`config.mk`:
```
export PLATFORM = sky130hd
export DESIGN_NAME = flipper_motion_sequencer
export DESIGN_NICKNAME = d
export VERILOG_FILES = /design/src/rtl/flipper_motion_sequencer_pkg.sv /design/src/rtl/flipper_motion_sequencer_frame_counter.sv /design/src/rtl/flipper_motion_sequencer.sv
export SDC_FILE = /design/constraint.sdc
export NUM_CORES = 1
export LEC_CHECK = 0
export ABC_AREA = 1
export CAP_MARGIN = 20
export CORE_ASPECT_RATIO = 1.2
export CORE_UTILIZATION = 58
export CTS_CLUSTER_DIAMETER = 40
export CTS_CLUSTER_SIZE = 30
export DETAILED_ROUTE_END_ITERATION = 7
export PLACE_DENSITY = 0.87
export SLEW_MARGIN = 20
export SYNTH_ARGS = -nofsm -noshare
export SYNTH_HDL_FRONTEND = slang
export SYNTH_HIERARCHICAL = 1
export SYNTH_SLANG_ARGS = --single-unit
```
`constraint.sdc`:
```
create_clock -name clk -period 6 [get_ports clk]
set_input_delay 1.2 -clock clk [delete_from_list [all_inputs] [get_ports clk]]
set_output_delay 1.2 -clock clk [all_outputs]
set_load 0.03 [all_outputs]
```
`src/rtl/flipper_motion_sequencer_pkg.sv`:
```
// Shared state type, default geometry/timing constants and frame-count helpers
// for the flipper motion sequencer.
package flipper_motion_sequencer_pkg;

    typedef enum logic [2:0] {
        FLIP_IDLE,
        FLIP_CLOSING,
        FLIP_HOLD,
        FLIP_OPENING,
        FLIP_COOLDOWN
    } flipper_state_t;

    localparam int FLIPPER_LEFT_REST_X      = 200;
    localparam int FLIPPER_RIGHT_REST_X     = 380;
    localparam int FLIPPER_TRAVEL_X         = 40;
    localparam int FLIPPER_STEP_X           = 8;
    localparam int FLIPPER_HOLD_MAX_FRAMES  = 30;
    localparam int FLIPPER_COOLDOWN_FRAMES  = 4;
    localparam int FLIPPER_KICK_SPEED       = 64;

    localparam int unsigned FLIPPER_CNT_W   = 16;

    // Frame budgets of 0 or 1 both end on the first frame spent in the state.
    function automatic logic [FLIPPER_CNT_W-1:0] frames_to_terminal(input int frames);
        return (frames <= 1) ? '0 : FLIPPER_CNT_W'(frames - 1);
    endfunction

endpackage

```
`src/rtl/flipper_motion_sequencer_frame_counter.sv`:
```
// Frame counter with synchronous clear and terminal-count compare; timing base
// for the HOLD and COOLDOWN durations.
module flipper_motion_sequencer_frame_counter #(
    parameter int unsigned WIDTH = 16
) (
    input  logic             clk,
    input  logic             resetN,
    input  logic             clear,
    input  logic             enable,
    input  logic [WIDTH-1:0] terminal,
    output logic             at_terminal
);

    logic [WIDTH-1:0] count;

    assign at_terminal = (count == terminal);

    // Parks at the terminal value rather than wrapping while the owning state idles.
    always_ff @(posedge clk or negedge resetN) begin
        if (!resetN) begin
            count <= '0;
        end else if (clear) begin
            count <= '0;
        end else if (enable && !at_terminal) begin
            count <= count + 1'b1;
        end
    end

endmodule

```
`src/rtl/flipper_motion_sequencer.sv`:
```
// Frame-rate sequencer for the dual flipper pair: close on key2, hold, reopen,
// cool down; drives both flipper X positions and the kick speed.
module flipper_motion_sequencer
    import flipper_motion_sequencer_pkg::*;
#(
    parameter int LEFT_REST_X     = FLIPPER_LEFT_REST_X,
    parameter int RIGHT_REST_X    = FLIPPER_RIGHT_REST_X,
    parameter int TRAVEL_X        = FLIPPER_TRAVEL_X,
    parameter int STEP_X          = FLIPPER_STEP_X,
    parameter int HOLD_MAX_FRAMES = FLIPPER_HOLD_MAX_FRAMES,
    parameter int COOLDOWN_FRAMES = FLIPPER_COOLDOWN_FRAMES,
    parameter int KICK_SPEED      = FLIPPER_KICK_SPEED
) (
    input  logic               clk,
    input  logic               resetN,
    input  logic               startOfFrame,
    input  logic               key2IsPressed,
    input  logic               pause,
    input  logic               reset_level,
    output logic [10:0]        topLeftXLeft,
    output logic [10:0]        topLeftXRight,
    output logic signed [31:0] speedX,
    output logic               flipperClosed
);

    if (RIGHT_REST_X < TRAVEL_X) begin : g_bad_right_rest
        $error("flipper_motion_sequencer: RIGHT_REST_X must be >= TRAVEL_X");
    end
    if (TRAVEL_X < 1 || TRAVEL_X > 255) begin : g_bad_travel
        $error("flipper_motion_sequencer: TRAVEL_X must be in 1..255");
    end
    if (STEP_X < 1 || STEP_X > TRAVEL_X) begin : g_bad_step
        $error("flipper_motion_sequencer: STEP_X must be in 1..TRAVEL_X");
    end

    localparam logic [7:0]               TRAVEL    = 8'(TRAVEL_X);
    localparam logic [7:0]               STEP      = 8'(STEP_X);
    localparam logic [10:0]              LEFT_X0   = 11'(LEFT_REST_X);
    localparam logic [10:0]              RIGHT_X0  = 11'(RIGHT_REST_X);
    localparam logic signed [31:0]       KICK      = 32'(KICK_SPEED);
    localparam logic [FLIPPER_CNT_W-1:0] HOLD_TERM = frames_to_terminal(HOLD_MAX_FRAMES);
    localparam logic [FLIPPER_CNT_W-1:0] COOL_TERM = frames_to_terminal(COOLDOWN_FRAMES);

    flipper_state_t state_q, state_d;
    logic [7:0]     offset_q, offset_d;
    logic           armed_q, armed_d;
    logic           tick;
    logic           cnt_clear;
    logic           cnt_done;
    logic [8:0]     close_sum;
    logic [7:0]     close_next;
    logic [7:0]     open_next;

    assign tick = startOfFrame & ~pause;

    // Saturating in both directions; the 9-bit sum keeps the upper clamp wrap-free.
    assign close_sum  = {1'b0, offset_q} + {1'b0, STEP};
    assign close_next = (close_sum >= {1'b0, TRAVEL}) ? TRAVEL : close_sum[7:0];
    assign open_next  = (offset_q <= STEP) ? '0 : offset_q - STEP;

    flipper_motion_sequencer_frame_counter #(
        .WIDTH (FLIPPER_CNT_W)
    ) u_frame_counter (
        .clk         (clk),
        .resetN      (resetN),
        .clear       (cnt_clear | reset_level),
        .enable      (tick),
        .terminal    ((state_q == FLIP_HOLD) ? HOLD_TERM : COOL_TERM),
        .at_terminal (cnt_done)
    );

    always_comb begin
        state_d   = state_q;
        offset_d  = offset_q;
        armed_d   = armed_q;
        cnt_clear = 1'b0;
        if (tick) begin
            if (!key2IsPressed) begin
                armed_d = 1'b1;
            end
            case (state_q)
                FLIP_IDLE: begin
                    if (key2IsPressed && armed_q) begin
                        state_d = FLIP_CLOSING;
                        armed_d = 1'b0;
                    end
                end
                FLIP_CLOSING: begin
                    offset_d = close_next;
                    if (close_next == TRAVEL) begin
                        state_d   = FLIP_HOLD;
                        cnt_clear = 1'b1;
                    end
                end
                FLIP_HOLD: begin
                    if (!key2IsPressed || cnt_done) begin
                        state_d = FLIP_OPENING;
                    end
                end
                FLIP_OPENING: begin
                    offset_d = open_next;
                    if (open_next == '0) begin
                        state_d   = FLIP_COOLDOWN;
                        cnt_clear = 1'b1;
                    end
                end
                FLIP_COOLDOWN: begin
                    if (cnt_done) begin
                        state_d = FLIP_IDLE;
                    end
                end
                default: state_d = FLIP_IDLE;
            endcase
        end
    end

    always_ff @(posedge clk or negedge resetN) begin
        if (!resetN) begin
            state_q  <= FLIP_IDLE;
            offset_q <= '0;
            armed_q  <= 1'b1;
        end else if (reset_level) begin
            state_q  <= FLIP_IDLE;
            offset_q <= '0;
            armed_q  <= 1'b1;
        end else begin
            state_q  <= state_d;
            offset_q <= offset_d;
            armed_q  <= armed_d;
        end
    end

    // Output registers are cleared directly by reset_level so rest X appears on the next clock.
    always_ff @(posedge clk or negedge resetN) begin
        if (!resetN) begin
            topLeftXLeft  <= LEFT_X0;
            topLeftXRight <= RIGHT_X0;
            speedX        <= '0;
            flipperClosed <= 1'b0;
        end else if (reset_level) begin
            topLeftXLeft  <= LEFT_X0;
            topLeftXRight <= RIGHT_X0;
            speedX        <= '0;
            flipperClosed <= 1'b0;
        end else begin
            topLeftXLeft  <= LEFT_X0 + {3'b000, offset_q};
            topLeftXRight <= RIGHT_X0 - {3'b000, offset_q};
            speedX        <= (state_q == FLIP_CLOSING && !pause) ? KICK : '0;
            flipperClosed <= (state_q == FLIP_HOLD);
        end
    end

endmodule

```
# Yosys cells after proc, flatten, opt, wreduce, memory -nomap -nowiden

Index checks and enable logic that the tools add are counted.

Reductions and logical operators: 14
Order comparisons: 2
Equality and inequality tests: 11
Bitwise operators: 3
Multiplexer cells: 30
$add $sub $neg: 5

Operator list:

| cell                                                                                | count |
|---|---|
| 16-bit 2-to-1 mux                                                                   | 2 |
| 8-bit 2-to-1 mux                                                                    | 4 |
| 3-bit 2-to-1 mux                                                                    | 7 |
| 16-bit by 1-bit adder with 16-bit output, second input constant                     | 1 |
| 16-bit by 5-bit == test with 1-bit output                                           | 1 |
| 8-bit case mux with 2 select lines                                                  | 1 |
| 3-bit inequality test, second input constant                                        | 5 |
| 3-bit case mux with 5 select lines                                                  | 1 |
| 7-bit 2-to-1 mux                                                                    | 2 |
| 11-bit 2-to-1 mux                                                                   | 1 |
| 9-bit by 8-bit subtractor with 10-bit output, first input constant                  | 1 |
| 8-bit by 4-bit adder with 9-bit output, second input constant                       | 1 |
| 8-bit by 8-bit adder with 9-bit output, first input constant                        | 1 |
| 9-bit by 6-bit greater-or-equal comparator with 1-bit output, second input constant | 1 |
| 1-bit 2-to-1 mux                                                                    | 9 |
| 9-bit 2-to-1 mux                                                                    | 1 |
| 8-bit by 6-bit == test with 1-bit output, second input constant                     | 1 |
| 8-bit by 4-bit less-or-equal comparator with 1-bit output, second input constant    | 1 |
| 8-bit zero test                                                                     | 1 |
| 8-bit by 4-bit subtractor with 8-bit output, second input constant                  | 1 |
| 3-bit by 2-bit == test with 1-bit output, second input constant                     | 2 |
| 6-bit AND reduction                                                                 | 1 |
| 5-bit 2-to-1 mux                                                                    | 1 |
| 2-bit nonzero test                                                                  | 2 |
| other kinds (12)                                                                    | 16 |

Bits in registers: 83
Output and inout bits: 55

# Depth between registers and ports, before layout

Gate-level depths: netlist of run 1.

Depth after elaboration: 9
Mapped depth: 19
Gate-level depth less buffers: 18

# By module

The synthesis of run 1 kept the hierarchy.

By module, submodules not included:

| module                                 | instances | area an instance (µm²) | seq. area each (µm²) | cells each |
|---|---|---|---|---|
| flipper_motion_sequencer               | 1         | 2079.5                 | 788.3                | 246 |
| flipper_motion_sequencer_frame_counter | 1         | 1462.7                 | 400.4                | 245 |

# Worst setup path after synthesis of run 1

Ideal clock, no wire load.

Path type: reg-to-reg
Start: register state_q[0]
End: register state_q[0]
Path slack: 3.750 ns
Data required time: 5.883 ns
Arrival: 2.133 ns
Period minus slack after synthesis: 2.250 ns
Stages on the path, launching flop included: 18
Library setup time: 0.117 ns
Path buffers: 1
Path through: dfrtp_1 > nor3_2 > inv_1 > nor2_1 > nor2_1 > nor2_1 > nand2_1 > nor2_4 > nand2_4 > buf_2 > inv_1 > nor2_1 > nand3_1 > nand4_2 > nor2_4 > nand2_2 > nand2_1 > nand2_1

Longest elaborated chain between the ends: 6
Elaborated cells on any way between the ends: 17

Ends and longest elaborated chain:

| item                                        | line                                         | text |
|---|---|---|
| start: declaration                          | flipper_motion_sequencer.sv:44               | `flipper_state_t state_q, state_d;` |
| start signal: assignment                    | flipper_motion_sequencer.sv:127              | `state_q <= state_d;` |
| 3-bit by 2-bit == test with 1-bit output *  | flipper_motion_sequencer.sv:68               | `.terminal ((state_q == FLIP_HOLD) ? HOLD_TERM : COOL_TERM),` |
| 5-bit 2-to-1 mux *                          | flipper_motion_sequencer.sv:68               |  |
| 16-bit by 5-bit == test with 1-bit output * | flipper_motion_sequencer_frame_counter.sv:16 | `assign at_terminal = (count == terminal);` |
| net cnt_done                                | flipper_motion_sequencer.sv:49               | `logic cnt_done;` |
| 1-bit logical OR                            | flipper_motion_sequencer.sv:96               | `if (!key2IsPressed \|\| cnt_done) begin` |
| 3-bit inequality test (no source line)      | --                                           |  |
| 6-bit AND reduction (no source line) *      | --                                           |  |

Mark *: on every way through the listed nets, which the timed path passes. The rest lies on a longest branch. The select of a mux whose other input is x is not followed.
A chain may end at the register's enable or synchronous reset.

# Worst setup path after layout of run 1

Start: input port reset_level
End: register u_frame_counter.count[2]

Longest elaborated chain between the ends: 2
Elaborated cells on any way between the ends: 3

Ends and longest elaborated chain:

| item                                                    | line                                         | text |
|---|---|---|
| start: declaration                                      | flipper_motion_sequencer.sv:19               | `input logic reset_level,` |
| 1-bit OR *                                              | flipper_motion_sequencer.sv:66               | `.clear (cnt_clear \| reset_level),` |
| 16-bit 2-to-1 mux or 2-bit nonzero test (tied branches) | --                                           |  |
| end signal: assignment                                  | flipper_motion_sequencer_frame_counter.sv:25 | `count <= count + 1'b1;` |
| end: declaration                                        | flipper_motion_sequencer_frame_counter.sv:14 | `logic [WIDTH-1:0] count;` |

Mark *: on every way between the ends. The rest lies on a longest branch, timed or not.

==> results by group, run 1 <==
Clock tree
  • # hold bufs at CTS: 0
  • Post-CTS Setup Inserts: 0
  • CTS sink count: 47
  • CTS tree: done
  • Total CTS buffers: 5
  • Worst-skew pair later-pin latency: 0.30 ns
  • Clock transition at path regs: 0.09 ns
  • Htree depth: 2
  • PostCTS Resize Cnt: 0
  • Root cell of the clock tree: clkbuf_8
  • Bufs on Longest Clock Path: 2

GRT
  • Vias in the first global route: 2861
  • Global-route wire length before repair: 12.2 mm
  • GR Overflow Total: 0
  • Largest net degree at the start of global routing: 48
  • Gr usage total: 0.243
  • Initial antenna violation count: 0

Drt
  • Drt drc: 0
  • Vias per cell: 5.01
  • Final antenna-violating net count: 0
  • Via count: 3052
  • WL final: 7.17 mm
  • Drt pass-1 iters: 5
  • Drt initial violations: 144
  • Met3 WL: 314 um
  • M1 wire length: 2.86 mm
  • Routed wl met2: 3.87 mm
  • Max Used Layer: met4
  • Drt wl/cell: 11.8 um

Place
  • Hpwl dp: 5.42 mm
  • Dpl cells: 601
  • RePlAce Congestion: 0.849
  • PortBufs: 25

Yosys
  • Post-Syn Instances: 491
  • Share of the synthesized area in the top cell type: 0.261
  • Cell Area, Synth: 3540 um^2
  • Post-synthesis async set-or-reset flop share: 1.00
  • Synth Warn #: 6
  • Main synth FF type: dfrtp_1
  • Post-synth EDFFs: 0
  • Register area share after synthesis: 0.336
  • Cell taking the most area after synthesis: dfrtp_1
  • Largest cells by area after synthesis: dfrtp_1, nand2_1, buf_4, dfstp_2, inv_1
  • Mean post-synth cell area: 7.21 um^2
  • Count of cell types in the netlist: 45
  • Yosys reg bits: 47

Min path
  • Hold Path Stages: 2
  • WHS Endpoint: armed_q
  • Hold Startpoint: armed_q
  • Tightest Hold Check Type: reg2reg

Worst setup path
  • WP data required: 6.24 ns
  • FF-to-FF path depth: 10
  • R2R Path End: u_frame_counter/count[2]
  • Worst setup path category: in2reg
  • Critical Path End Type: register
  • Flop2flop setup slack: 3.16 ns
  • Worst R2R Start: offset_q[3]
  • Worst EP arrival: 3.75 ns
  • CP startpoint kind: primary input
  • Worst-path fanout max: 32

Floorplanning
  • Die span in x: 73.3 um
  • Die area: 6420 um^2
  • Ports: 61
  • Overall die height: 87.6 um
  • Initial Utilization: 0.613
  • Core area: 5780 um^2
  • Cell row count: 30

Final layout
  • Fillcell total: 531
  • Layout Cells excl Fill: 609
  • Layout Nets: 540
  • ANT cells: 0
  • Commonest non-fill, non-tap cell in the layout: nand2_1
  • Fraction of layout cells with a size suffix above 1: 0.115
  • Most frequent cells in the layout: nand2_1, inv_1, conb_1, nor2_1, nand3_1
  • P&R area growth vs syn: 8.02%

Timing
  • Least-Margin Pin Slew: 0.980 ns
  • Fin. Hold Viols: 0
  • Fmax: 285 MHz
  • Final Max Tran Viols: 0
  • Setup Viol. Count Final: 0
  • Slew margin rel.: 0.346
  • Fin Setup TNS: 0 ns
  • RSZ-0062 raised after global routing: no
  • Fin crit share: 0.584
  • Final Skew: 0.00329 ns
  • Minimum clock period: 3.50 ns

Power and ir drop
  • Max VDD drop: 0.170 mV
  • Power Density: 209 nW/um^2
  • Lkg Pwr: 1.95 nW

Flow run
  • Max Cap Viol: 0

Run status
  • Status: finished clean
-- registers in the layout, summed over array words and instances (netlist names) --
register	count
armed_q	1
speedX	1
u_frame_counter/count	16
flipperClosed	1
topLeftXLeft	9
topLeftXRight	8
offset_q	8
state_q	3
-- power breakdown --
| part | internal [mW] | total, mW | switching (mW) |
|---|---|---|---|
| registers | 0.336 | 0.359 | 0.0228 |
| clock network | 0.0864 | 0.202 | 0.116 |
| logic | 0.0696 | 0.238 | 0.169 |
| total | 0.492 | 0.800 | 0.307 |
-- stage by stage --
step	area (um^2)	util	setup slack [ns]	hold WS [ns]	total power, mW
floorplan	3760	-	3.75	0.479	0.571
global placement	3730	0.645	2.37	0.491	0.593
detailed placement	3730	0.645	2.23	0.520	0.599
CTS	3820	0.661	2.55	0.530	0.805
global route	3830	0.662	2.28	0.556	0.850
finish	3830	0.662	2.50	0.526	0.800
-- final cells by class --
type / count / area, um^2 / area share
multi-input combinational: 383 / 1940 / 0.507
sequential: 47 / 1190 / 0.311
inverter: 66 / 253 / 0.0661
timing repair buffer: 25 / 248 / 0.0647
tap: 80 / 100 / 0.0262
clock buffer: 5 / 68.8 / 0.0180
clock inverter: 3 / 27.5 / 0.00719
-- cells in the mapped netlist (all sizes together), types with 6 or more instances --
master and n:
dfrtp 37, ha 6, nand2 138, xor2 9, nor2 66, dfstp 10
inv 65, nand4 24, buf 47, nand3 46, o21ai 14
-- worst max-delay path, stage by stage --
cell             delay [ns]
clkdlybuf4s50_1        0.73
inv_1                  0.45
nand2_1                0.17
a21boi_0               0.15
inv_1                  0.71
nand4_1                0.19
nand2_1                0.13
-- layer usage --
| metal | up-vias | global-route usage |
|---|---|---|
| met5 | - | 0 |
| met4 | 0 | 0.0787 |
| met3 | 15 | 0.0403 |
| met2 | 98 | 0.450 |
| met1 | 1416 | 0.284 |
| li1 | 1523 | - |
-- cell families (layout without fill, tap and decap cells) --
family / Yosys count / count (layout) / synth area share
and+or+nand+nor: 280 / 280 / 0.386
buffers and inverters: 118 / 99 / 0.177
DFF: 47 / 47 / 0.336
AOI/OAI and AO/OA: 29 / 29 / 0.0558
xor gates and xnor gates: 9 / 9 / 0.0223
adders and majority gates: 6 / 6 / 0.0212
other: 2 / 59 / 0.00212
-- worst max path at each step --
stage / startpoint / to / slack, ns / cells after the start
5_1_grt: reset_level / u_frame_counter/count[10] / 2.28 / 7
6_report: reset_level / u_frame_counter/count[2] / 2.50 / 7
4_1_cts: reset_level / u_frame_counter/count[2] / 2.55 / 7
3_3_place_gp: reset_level / u_frame_counter/count[3] / 2.37 / 7
2_1_floorplan: state_q[0] / state_q[0] / 3.75 / 17
3_5_place_dp: reset_level / u_frame_counter/count[10] / 2.23 / 7
Power figures use the tool's default switching activity.
==> run 2: changes to the inputs <==
--- a/config.mk
+++ b/config.mk
@@ -8,11 +8,11 @@
 export ABC_AREA = 1
 export CAP_MARGIN = 20
 export CORE_ASPECT_RATIO = 1.2
-export CORE_UTILIZATION = 58
+export CORE_UTILIZATION = 54
 export CTS_CLUSTER_DIAMETER = 40
 export CTS_CLUSTER_SIZE = 30
 export DETAILED_ROUTE_END_ITERATION = 7
-export PLACE_DENSITY = 0.87
+export PLACE_DENSITY = 0.82
 export SLEW_MARGIN = 20
 export SYNTH_ARGS = -nofsm -noshare
 export SYNTH_HDL_FRONTEND = slang
==> constraint.sdc (replaced) <==
create_clock -name clk -period 3.5 [get_ports clk]
set_input_delay 0.7 -clock clk [delete_from_list [all_inputs] [get_ports clk]]
set_output_delay 0.7 -clock clk [all_outputs]
set_load 0.03 [all_outputs]
==> results by group, run 2 (synthesis results as in run 1) <==
Floorplanning
  • Cell row count: 31 (+3.3%)
  • Overall die height: 90.7 um (+3.6%)
  • Ports: 61 (unchanged)
  • Die span in x: 75.9 um (+3.5%)
  • Initial Utilization: 0.574 (-0.0384)
  • Die area: 6890 um^2 (+7.2%)
  • Core area: 6170 um^2 (+6.7%)

Final layout
  • Layout Nets: 542 (+0.37%)
  • P&R area growth vs syn: 8.16%
  • Fillcell total: 576 (+8.5%)
  • Layout Cells excl Fill: 613 (+0.66%)
  • Most frequent cells in the layout: nand2_1, inv_1, conb_1, nor2_1, nand3_1
  • Fraction of layout cells with a size suffix above 1: 0.117 (+0.00145)
  • Largest regs: u_frame_counter/count x16, topLeftXLeft x9
  • Largest register FFs: 16 (unchanged)
  • ANT cells: 0 (unchanged)
  • Commonest non-fill, non-tap cell in the layout: nand2_1
  • Largest Register: u_frame_counter/count

GRT
  • Global-route wire length before repair: 12.7 mm (+4.3%)
  • GR Overflow Total: 0 (unchanged)
  • Vias in the first global route: 2758 (-3.6%)
  • Largest net degree at the start of global routing: 33 (-31%)
  • Initial antenna violation count: 0 (unchanged)
  • Gr usage total: 0.226 (-0.0169)

Place
  • Dpl cells: 605 (+0.67%)
  • RePlAce Congestion: 0.869 (+2.3%)
  • Hpwl dp: 5.55 mm (+2.4%)
  • PortBufs: 25 (unchanged)

Drt
  • Drt drc: 0 (unchanged)
  • Via count: 3058 (+0.20%)
  • Final antenna-violating net count: 0 (unchanged)
  • Drt pass-1 iters: 5 (unchanged)
  • Drt wl/cell: 12.1 um (+2.8%)
  • Vias per cell: 4.99 (-0.46%)
  • Drt initial violations: 184 (+28%)
  • WL final: 7.42 mm (+3.5%)

Clock tree
  • CTS sink count: 47 (unchanged)
  • Clock transition at path regs: 0.09 ns (about the same)
  • CTS tree: done
  • Post-CTS Setup Inserts: 0 (unchanged)
  • Bufs on Longest Clock Path: 2 (unchanged)
  • PostCTS Resize Cnt: 0 (unchanged)
  • Total CTS buffers: 5 (unchanged)
  • Root cell of the clock tree: clkbuf_8
  • Worst-skew pair later-pin latency: 0.30 ns (about the same)
  • Htree depth: 2 (unchanged)
  • # hold bufs at CTS: 0 (unchanged)

Timing
  • Minimum clock period: 2.81 ns
  • Fin Setup TNS: 0 ns (unchanged)
  • Setup Viol. Count Final: 0 (unchanged)
  • Slew margin rel.: 0.357 (+0.0110)
  • Fmax: 356 MHz
  • Fin. Hold Viols: 0 (unchanged)
  • Final Max Tran Viols: 0 (unchanged)
  • Final Skew: 0.00879 ns (+0.00550 ns)
  • Least-Margin Pin Slew: 0.963 ns (-0.0164 ns)
  • Fin crit share: 0.803
  • RSZ-0062 raised after global routing: no

Power and ir drop
  • Power Density: 352 nW/um^2 (+69%)
  • Lkg Pwr: 1.95 nW (+0.37%)
  • Power, Total: 1.35 mW (+69%)
  • Max VDD drop: 0.191 mV (+12%)

Worst setup path
  • WP data required: 3.73 ns (-2.51 ns)
  • CP startpoint kind: register
  • Flop2flop setup slack: 0.69 ns (-2.47 ns)
  • Worst R2R Start: offset_q[3]
  • Worst setup path category: reg2reg
  • Critical Path End Type: register
  • Worst EP arrival: 3.04 ns (-0.71 ns)
  • FF-to-FF path depth: 10 (unchanged)
  • R2R Path End: u_frame_counter/count[0]
  • Worst-path fanout max: 32 (unchanged)

Flow run
  • Max Cap Viol: 0 (unchanged)

Run status
  • Status: finished clean

Min path
  • Tightest Hold Check Type: in2async
## run 2: cell count changes in the layout (fill, tap and decap cells not counted)
cell	change
buf_2	+1
buf_4	+1
clkbuf_1	+1
clkinv_2	+1
clkinv_4	+1
clkinvlp_4	-1
inv_6	-1
inv_8	-1
## run 2: how the worst max path moves through the flow
stage	depth (start not counted)	startpoint	endpoint
global route	11	offset_q[3]	u_frame_counter/count[15]
floorplan	17	state_q[0]	state_q[0]
finish	10	offset_q[3]	u_frame_counter/count[0]
global placement	7	reset_level	u_frame_counter/count[8]
detailed placement	7	reset_level	u_frame_counter/count[13]
CTS	10	offset_q[3]	u_frame_counter/count[7]
## run 2: power breakdown
part | internal, mW | switching, mW | total, mW
sequential | 0.576 | 0.0374 | 0.614
combinational | 0.121 | 0.288 | 0.409
clock | 0.141 | 0.185 | 0.327
total | 0.838 | 0.511 | 1.35
## run 2: final cells by class
type                    instances  area, um^2  area share
flip-flops and latches         47        1190       0.310
multi-input cells             383        1940       0.507
clock buffers                   6        72.6      0.0189
repair buffers                 27         260      0.0679
inverters                      66         253      0.0660
clock inverters                 2        13.8     0.00359
well taps                      82         103      0.0268
## run 2: stage by stage
step	hold slack (ns)	area (um^2)	util	setup WS (ns)
6_report	0.410	3830	0.621	0.691
5_1_grt	0.451	3830	0.621	0.391
4_1_cts	0.425	3830	0.621	0.731
3_5_place_dp	0.509	3740	0.607	0.664
3_3_place_gp	0.494	3740	0.607	0.768
2_1_floorplan	0.404	3760	-	1.25
## run 2: critical path, stage by stage, from the launching register on
cell and delay [ns]:
dfrtp_1 0.63, inv_2 0.13, ha_1 0.36, nor2_1 0.10
nand3_4 0.14, nand4_4 0.12, a21oi_1 0.15, a21boi_0 0.10
inv_1 0.71, nand4_1 0.19, nand2_1 0.11
## run 2: layer usage
layer / GRT usage / vias to the layer above / share of wire
met5: 0 / - / 0
met4: 0.0753 / 0 / 0.016
met3: 0.0273 / 15 / 0.035
met2: 0.416 / 76 / 0.55
met1: 0.272 / 1445 / 0.40
li1: - / 1522 / -
==> run 3: changes to the inputs <==
--- a/config.mk
+++ b/config.mk
@@ -8,11 +8,11 @@
 export ABC_AREA = 1
 export CAP_MARGIN = 20
 export CORE_ASPECT_RATIO = 1.2
-export CORE_UTILIZATION = 54
+export CORE_UTILIZATION = 49
 export CTS_CLUSTER_DIAMETER = 40
 export CTS_CLUSTER_SIZE = 30
 export DETAILED_ROUTE_END_ITERATION = 7
-export PLACE_DENSITY = 0.82
+export PLACE_DENSITY = 0.79
 export SLEW_MARGIN = 20
 export SYNTH_ARGS = -nofsm -noshare
 export SYNTH_HDL_FRONTEND = slang
==> constraint.sdc (replaced) <==
create_clock -name clk -period 2.4 [get_ports clk]
set_input_delay 0.48 -clock clk [delete_from_list [all_inputs] [get_ports clk]]
set_output_delay 0.48 -clock clk [all_outputs]
set_load 0.03 [all_outputs]
==> results by group, run 3 (synthesis results as in run 1) <==
GRT
  • Global-route wire length before repair: 12.5 mm (-1.2%)
  • GR Overflow Total: 0 (unchanged)
  • Gr usage total: 0.210 (-0.0168)
  • Initial antenna violation count: 0 (unchanged)
  • Vias in the first global route: 2840 (+3.0%)
  • Largest net degree at the start of global routing: 33 (unchanged)

Run status
  • Status: finished clean

Worst setup path
  • Top delay family on crit path: simple AND/OR/NAND/NOR gates
  • Max incr delay on CP: 0.40 ns (-0.31 ns)
  • WP depth: 17 (+7)
  • FF-to-FF path depth: 17 (+7)
  • Buf+Inv Stages, Crit Path: 4 (+2)
  • Worst path most repeated cell: nand2_1
  • Worst-path fanout max: 5 (-84%)
  • Worst R2R Start: state_q[1]
  • Critical Path End Type: register
  • CP startpoint kind: register
  • Flop2flop setup slack: 0.18 ns (-0.51 ns)
  • Cell Chain, Critical Path: inv_1 > nor3_2 > buf_4 > buf_4 > xor2_1 > nor2_1 > nand2_1 > nor2_2 > nand2_4 > inv_1 > nor2_1 > nand3_1 > nand4_2 > nor2_4 > nand2_2 > nand2_1 > nand2_1
  • Worst EP arrival: 2.42 ns (-0.62 ns)
  • Worst setup path category: reg2reg
  • WP data required: 2.59 ns (-1.14 ns)
  • R2R Path End: state_q[2]
  • Slowest cell on crit path: dfrtp_1

Place
  • Hpwl dp: 5.72 mm (+3.2%)
  • Dpl cells: 620 (+2.5%)
  • PortBufs: 25 (unchanged)
  • RePlAce Congestion: 0.951 (+9.5%)

Clock tree
  • CTS sink count: 47 (unchanged)
  • Worst-skew pair later-pin latency: 0.31 ns (about the same)
  • Root cell of the clock tree: clkbuf_8
  • # hold bufs at CTS: 0 (unchanged)
  • Bufs on Longest Clock Path: 2 (unchanged)
  • Total CTS buffers: 5 (unchanged)
  • CTS tree: done
  • Clock transition at path regs: 0.10 ns (about the same)
  • Htree depth: 2 (unchanged)

Final layout
  • Largest Register: u_frame_counter/count
  • Layout Nets: 555 (+2.4%)
  • Most frequent cells in the layout: nand2_1, inv_1, conb_1, nor2_1, nand3_1
  • Fraction of layout cells with a size suffix above 1: 0.143 (+0.0266)
  • Commonest non-fill, non-tap cell in the layout: nand2_1
  • Largest regs: u_frame_counter/count x16, topLeftXLeft x9
  • ANT cells: 0 (unchanged)
  • Fillcell total: 636 (+10%)
  • Largest register FFs: 16 (unchanged)
  • Layout Cells excl Fill: 631 (+2.9%)
  • P&R area growth vs syn: 11.7%

Timing
  • Setup Viol. Count Final: 0 (unchanged)
  • Final Max Tran Viols: 0 (unchanged)
  • Minimum clock period: 2.22 ns (-0.587 ns)
  • Fmax: 450 MHz (+26%)
  • Fin Setup TNS: 0 ns (unchanged)
  • RSZ-0062 raised after global routing: no
  • Fin. Hold Viols: 0 (unchanged)
  • Final Skew: 0.0121 ns (+0.00329 ns)
  • Fin crit share: 0.926 (+0.123)

Power and ir drop
  • Power Density: 521 nW/um^2 (+48%)
  • Max VDD drop: 0.307 mV (+61%)
  • Lkg Pwr: 2.03 nW (+3.6%)

Drt
  • Drt wl/cell: 12.0 um (-1.2%)
  • Drt initial violations: 167 (-9.2%)
  • Via count: 3144 (+2.8%)
  • Drt drc: 0 (unchanged)
  • Drt pass-1 iters: 5 (unchanged)
  • Final antenna-violating net count: 0 (unchanged)
  • Vias per cell: 4.98 (-0.12%)
  • WL final: 7.55 mm (+1.7%)

Floorplanning
  • Core area: 6900 um^2 (+12%)
  • Ports: 61 (unchanged)
  • Die area: 7570 um^2 (+9.9%)
  • Die span in x: 79.6 um (+4.8%)
  • Initial Utilization: 0.514 (-0.0607)
  • Cell row count: 33 (+6.5%)
  • Overall die height: 95.1 um (+4.9%)

Min path
  • Tightest Hold Check Type: in2async

Flow run
  • Max Cap Viol: 0 (unchanged)
## run 3: cell type report
type | count | area (um^2) | share of cell area
Clock buffer | 5 | 68.8 | 0.0174
Clock inverter | 3 | 22.5 | 0.00569
Inverter | 66 | 253 | 0.0639
Multi-Input combinational cell | 383 | 1950 | 0.492
Sequential cell | 47 | 1190 | 0.300
Tap cell | 87 | 109 | 0.0275
Timing Repair Buffer | 40 | 370 | 0.0936
## run 3: stage by stage
step	setup slack [ns]	hold WS [ns]	utilization	instance area, um^2	power, mW
6_report	0.178	0.0689	0.574	3960	2.06
5_1_grt	0.00184	0.0893	0.574	3960	2.19
4_1_cts	0.150	0.0794	0.570	3930	2.04
3_5_place_dp	0.172	0.416	0.557	3840	1.54
3_3_place_gp	0.227	0.412	0.557	3840	1.52
2_1_floorplan	0.150	0.184	-	3760	1.43
## run 3: how the worst max path moves through the flow
stage | to | slack [ns] | from
after floorplan | state_q[0] | 0.15 | state_q[0]
after global placement | state_q[2] | 0.23 | state_q[1]
after detailed placement | state_q[2] | 0.17 | state_q[1]
after CTS | state_q[2] | 0.15 | state_q[1]
after global routing | state_q[2] | 0.002 | state_q[1]
final | state_q[2] | 0.18 | state_q[1]
## run 3: power breakdown
| group | switching, mW | internal [mW] | total [mW] | leakage (nW) |
|---|---|---|---|---|
| Sequential | 0.0468 | 0.840 | 0.887 | 0.618 |
| Combinational | 0.451 | 0.225 | 0.676 | 1.36 |
| Clock | 0.290 | 0.209 | 0.500 | 0.0485 |
## run 3: what timing repair did
action                                  CTS  global route
resized for setup                         0             2
endpoints found under the setup margin    0             3
setup buffers                             0             3
## run 3: routing by layer
layer / share of wire / vias to the layer above / track usage
li1: - / 1555 / -
met1: 0.41 / 1466 / 0.257
met2: 0.53 / 108 / 0.372
met4: 0.019 / 0 / 0.0758
met5: 0 / - / 0
met3: 0.044 / 15 / 0.0287
